### src/rtl/ibex_rf_write_arbiter.sv
// ibex_rf_write_arbiter: arbitrates two writeback requesters onto one register-file write port.
//
// Ports:
//   clk_int, rst_ni          clock, asynchronous active-low reset
//   a_valid_i/a_ready_o      requester A (EX writeback) handshake, with a_waddr_i/a_wdata_i
//   b_valid_i/b_ready_o      requester B (LSU load writeback) handshake, with b_waddr_i/b_wdata_i
//   we_o/waddr_o/wdata_o     registered register-file write port
//   init_done_o              high once the register-file clear sequence has finished
//
// Build option: define IBEX_RF_CLEAR_ON_RESET_EN to zero registers 1..NUM_WORDS-1 after
// reset before arbitration starts; otherwise arbitration runs from reset release.
module ibex_rf_write_arbiter #(
  parameter bit          RV32E     = 1'b0,
  parameter int unsigned DataWidth = 32
) (
  input  logic                 clk_int,
  input  logic                 rst_ni,
  input  logic                 a_valid_i,
  output logic                 a_ready_o,
  input  logic [4:0]           a_waddr_i,
  input  logic [DataWidth-1:0] a_wdata_i,
  input  logic                 b_valid_i,
  output logic                 b_ready_o,
  input  logic [4:0]           b_waddr_i,
  input  logic [DataWidth-1:0] b_wdata_i,
  output logic                 we_o,
  output logic [4:0]           waddr_o,
  output logic [DataWidth-1:0] wdata_o,
  output logic                 init_done_o
);
  logic                 run;
  logic                 prio_a_q;
  logic                 a_gnt, b_gnt, xfer;
  logic [4:0]           raw_addr, sel_addr;
  logic [DataWidth-1:0] sel_data;
  logic                 we_q;
  logic [4:0]           waddr_q;
  logic [DataWidth-1:0] wdata_q;

`ifdef IBEX_RF_CLEAR_ON_RESET_EN
  typedef enum logic {Clear, Run} state_e;
  localparam logic [4:0] LastAddr = RV32E ? 5'd15 : 5'd31;
  state_e     state_q;
  logic [4:0] cnt_q;
  assign run = (state_q == Run);
`else
  assign run = 1'b1;
`endif

  // prio_a_q is set when A lost the most recent contention
  assign a_gnt    = run && a_valid_i && (!b_valid_i || prio_a_q);
  assign b_gnt    = run && b_valid_i && !a_gnt;
  assign xfer     = a_gnt || b_gnt;
  assign raw_addr = a_gnt ? a_waddr_i : b_waddr_i;
  // a 16-entry file has no bit 4, so it is dropped before the x0 check
  assign sel_addr = RV32E ? {1'b0, raw_addr[3:0]} : raw_addr;
  assign sel_data = a_gnt ? a_wdata_i : b_wdata_i;

  always_ff @(posedge clk_int or negedge rst_ni) begin
    if (!rst_ni) begin
      we_q     <= 1'b0;
      waddr_q  <= 5'd0;
      wdata_q  <= '0;
      prio_a_q <= 1'b0;
`ifdef IBEX_RF_CLEAR_ON_RESET_EN
      state_q  <= Clear;
      cnt_q    <= 5'd1;
`endif
    end else begin
      if (a_valid_i && b_valid_i && run) prio_a_q <= b_gnt;
`ifdef IBEX_RF_CLEAR_ON_RESET_EN
      if (state_q == Clear) begin
        we_q    <= 1'b1;
        waddr_q <= cnt_q;
        wdata_q <= '0;
        cnt_q   <= cnt_q + 5'd1;
        if (cnt_q == LastAddr) state_q <= Run;
      end else
`endif
      begin
        we_q <= xfer && (sel_addr != 5'd0);
        if (xfer) begin
          waddr_q <= sel_addr;
          wdata_q <= sel_data;
        end
      end
    end
  end

  assign a_ready_o   = a_gnt;
  assign b_ready_o   = b_gnt;
  assign we_o        = we_q;
  assign waddr_o     = waddr_q;
  assign wdata_o     = wdata_q;
  assign init_done_o = run;
endmodule

### config.mk
export PLATFORM = sky130hd
export DESIGN_NAME = ibex_rf_write_arbiter
export DESIGN_NICKNAME = d
export VERILOG_FILES = /design/src/rtl/ibex_rf_write_arbiter.sv
export SDC_FILE = /design/constraint.sdc
export NUM_CORES = 1
export LEC_CHECK = 0
export ABC_AREA = 1
export ABC_CLOCK_PERIOD_IN_PS = 2280
export BUFFER_PORTS_ARGS = -buffer_cell sky130_fd_sc_hd__buf_2
export CORE_MARGIN = 2
export CORE_UTILIZATION = 41
export CTS_CLUSTER_DIAMETER = 30
export CTS_CLUSTER_SIZE = 14
export DETAILED_ROUTE_END_ITERATION = 8
export GPL_TIMING_DRIVEN = 0
export PLACE_DENSITY = 0.78
export SLEW_MARGIN = 30
export SYNTH_ARGS = -nofsm -noshare
export SYNTH_HDL_FRONTEND = slang
export SYNTH_SLANG_ARGS = --single-unit
### constraint.sdc
create_clock -name clk_int -period 2.28 [get_ports clk_int]
set_clock_uncertainty 0.1 [all_clocks]
set_input_delay 0.684 -clock clk_int [delete_from_list [all_inputs] [get_ports clk_int]]
set_output_delay 0.684 -clock clk_int [all_outputs]
set_load 0.01 [all_outputs]
==> results.ini <==
[setup_path]
path_class=in2out
r2r_end=we_o
start_kind=input port
critical_path_arrival_ps=1390
cp_slowest_cell=inv_4
r2r_setup_slack_ps=880
crit_path_start=b_valid_i
crit_chain=buf_2 -> nand2_2 -> nand2_2 -> inv_4 -> nor2_1 -> buf_2
r2r_cells=9
end_kind=output pin
crit_cells=6
worst-path-buf-inv=3
max_stage_delay_ps=170
required_ps=1500
cpLargestDelayFamily=buffers and inverters
worstReg2RegStart=prio_a_q
crit_fanout=16

[clocking]
clk_pin_slew_ps=70
clock-sinks=39
numCtsBuffers=5
cts_hold_buf=0
root_buffer=clkbuf_8
clock_latency_ps=280
htreeDepth=2
cts_tree=yes
cts.path.max_buffers=2

[drt]
wire_per_inst_um=12.0
drc=0
avgViaCountPerCell=4.83
drt_iter0_drc=93
num_vias=1948
finalWirelength_um=4830
antenna_left=0
drt_pre_antenna_iters=4

[floorplanning]
dieArea_mm2=0.00511
die_w_um=71.5
core_area_mm2=0.00435
io_pins=119
die_y_um=71.5
rows=24
initial_utilization_pct=42.8

[run_status]
run_status=finished, final reports clean

[min_path]
hold_path.class=in2async

[yosys]
synth_common_cells=78 x nand2_1, 67 x nand3_1, 39 x dfrtp_1
syn-cell-area_mm2=0.00187
syn_avg_cell_area_um2=8.18
postSynthCellCount=228
synth_most_common_cell=nand2_1
synth-seq-cells=39
synthesis.nets=306
yosys-top-cells-area=dfrtp_1 52%, nand3_1 18%, nand2_1 16%
yosysWarnings=0
synth_cell_types=18
yosysSeqAreaShare_pct=52.3
ys.flop_type=dfrtp_1
synth_top_area_share_pct=52.3
synth_edf_count=0
yosysTopAreaCell=dfrtp_1
async_reset_ff_share_pct=100

[sta]
final_max_slew_viol_count=0
rsz0062_at_grt=no
setup_slack_ps=101
post-route-min-period_ps=2180
hold_viol_final=0
fin_crit_sh_pct=95.6
fmax_mhz=459
setup_viol=0

[pwr]
leakage_uw=0.00145
worst_ir_drop_vdd_mv=0.406
p_per_area_mw_per_mm2=652

[placement]
place_ws_ps=-114
place_congestion=0.769
port_buffers=117
hpwl_um=3660

[layout]
diodes=0
post-route-util_pct=59.8
fin_nets=429
syn_to_final_growth_pct=39.6
final_layout_size_suffix_gt1_share_pct=40.7

[grt]
antenna_found_initial=0
grt_max_degree=40
gr-total-overflow=0
globalRouteTotalUtil_pct=18.8
grt_pass1_vias=1704
grt_first_pass_wirelength_um=7480

[run]
cap_violations=0

[sequential cells by signal, indices dropped and copies added (netlist names)]
name,count
wdata_o,32
prio_a_q,1
waddr_o,5
we_o,1
[cells in the final DEF (no fill, tap or decap), types with 2 or more instances in the layout]
cell type,netlist,final
nand2_1,78,78
buf_6,6,6
nand3_1,67,67
nor2_1,3,3
o21ai_0,3,3
nand2_2,2,2
inv_1,9,9
dfrtp_1,39,39
buf_2,6,121
buf_4,4,5
o21ai_1,4,4
clkbuf_8,0,6
[logic make-up (layout without fill, tap and decap cells)]
group,after synthesis,in the layout,synth area share (%)
other cells,1,1,0.201
simple gates,152,152,35.7
flops,39,39,52.3
compound gates,9,9,2.48
buf+inv,27,150,9.32
[through the flow]
stage               area (um2)  setup TNS (ps)  instances  hold WS (ps)  total power, uW
floorplan                 1870               0        228           288             1050
global placement          2520            -175        397           370             1250
detailed placement        2520            -208        397           377             1260
CTS                       2600               0        403           396             1710
global route              2600               0        403           291             1800
finish                    2600               0        403           260             1700
[final cells by class]
cell class	instances	area, um2
tap	52	65.1
clock inverter	1	5.00
inverter	11	48.8
sequential	39	976
timing repair buffer	117	588
fill	417	1750
buffer	15	123
multi-input combinational	162	716
clock buffer	6	82.6
[layer usage]
| metal | global-route usage (%) | vias to the layer above | part of all wire, % |
|---|---|---|---|
| met1 | 24.9 | 883 | 44 |
| met4 | 4.40 | 0 | 0.39 |
| li1 | - | 986 | - |
| met2 | 30.9 | 77 | 48 |
| met5 | 0 | - | 0 |
| met3 | 5.34 | 2 | 7.9 |
[what timing repair did]
action / 4_1_cts / 5_1_grt
setup endpoints to repair: 2 / 2
buffers inserted: 0 / 0
resized for setup: 0 / 2
[power by group]
group	total (uW)	switching [uW]	internal (uW)
sequential	819	42.7	777
combinational	418	231	187
clock	459	222	237
total	1700	496	1200
[worst max path at each step]
stage	end	slack (ps)
2_1_floorplan	b_ready_o	240
3_3_place_gp	b_ready_o	-100
3_5_place_dp	b_ready_o	-110
4_1_cts	b_ready_o	8
5_1_grt	b_ready_o	20
6_report	b_ready_o	100
No activity file was read; power rests on OpenSTA's default activity.
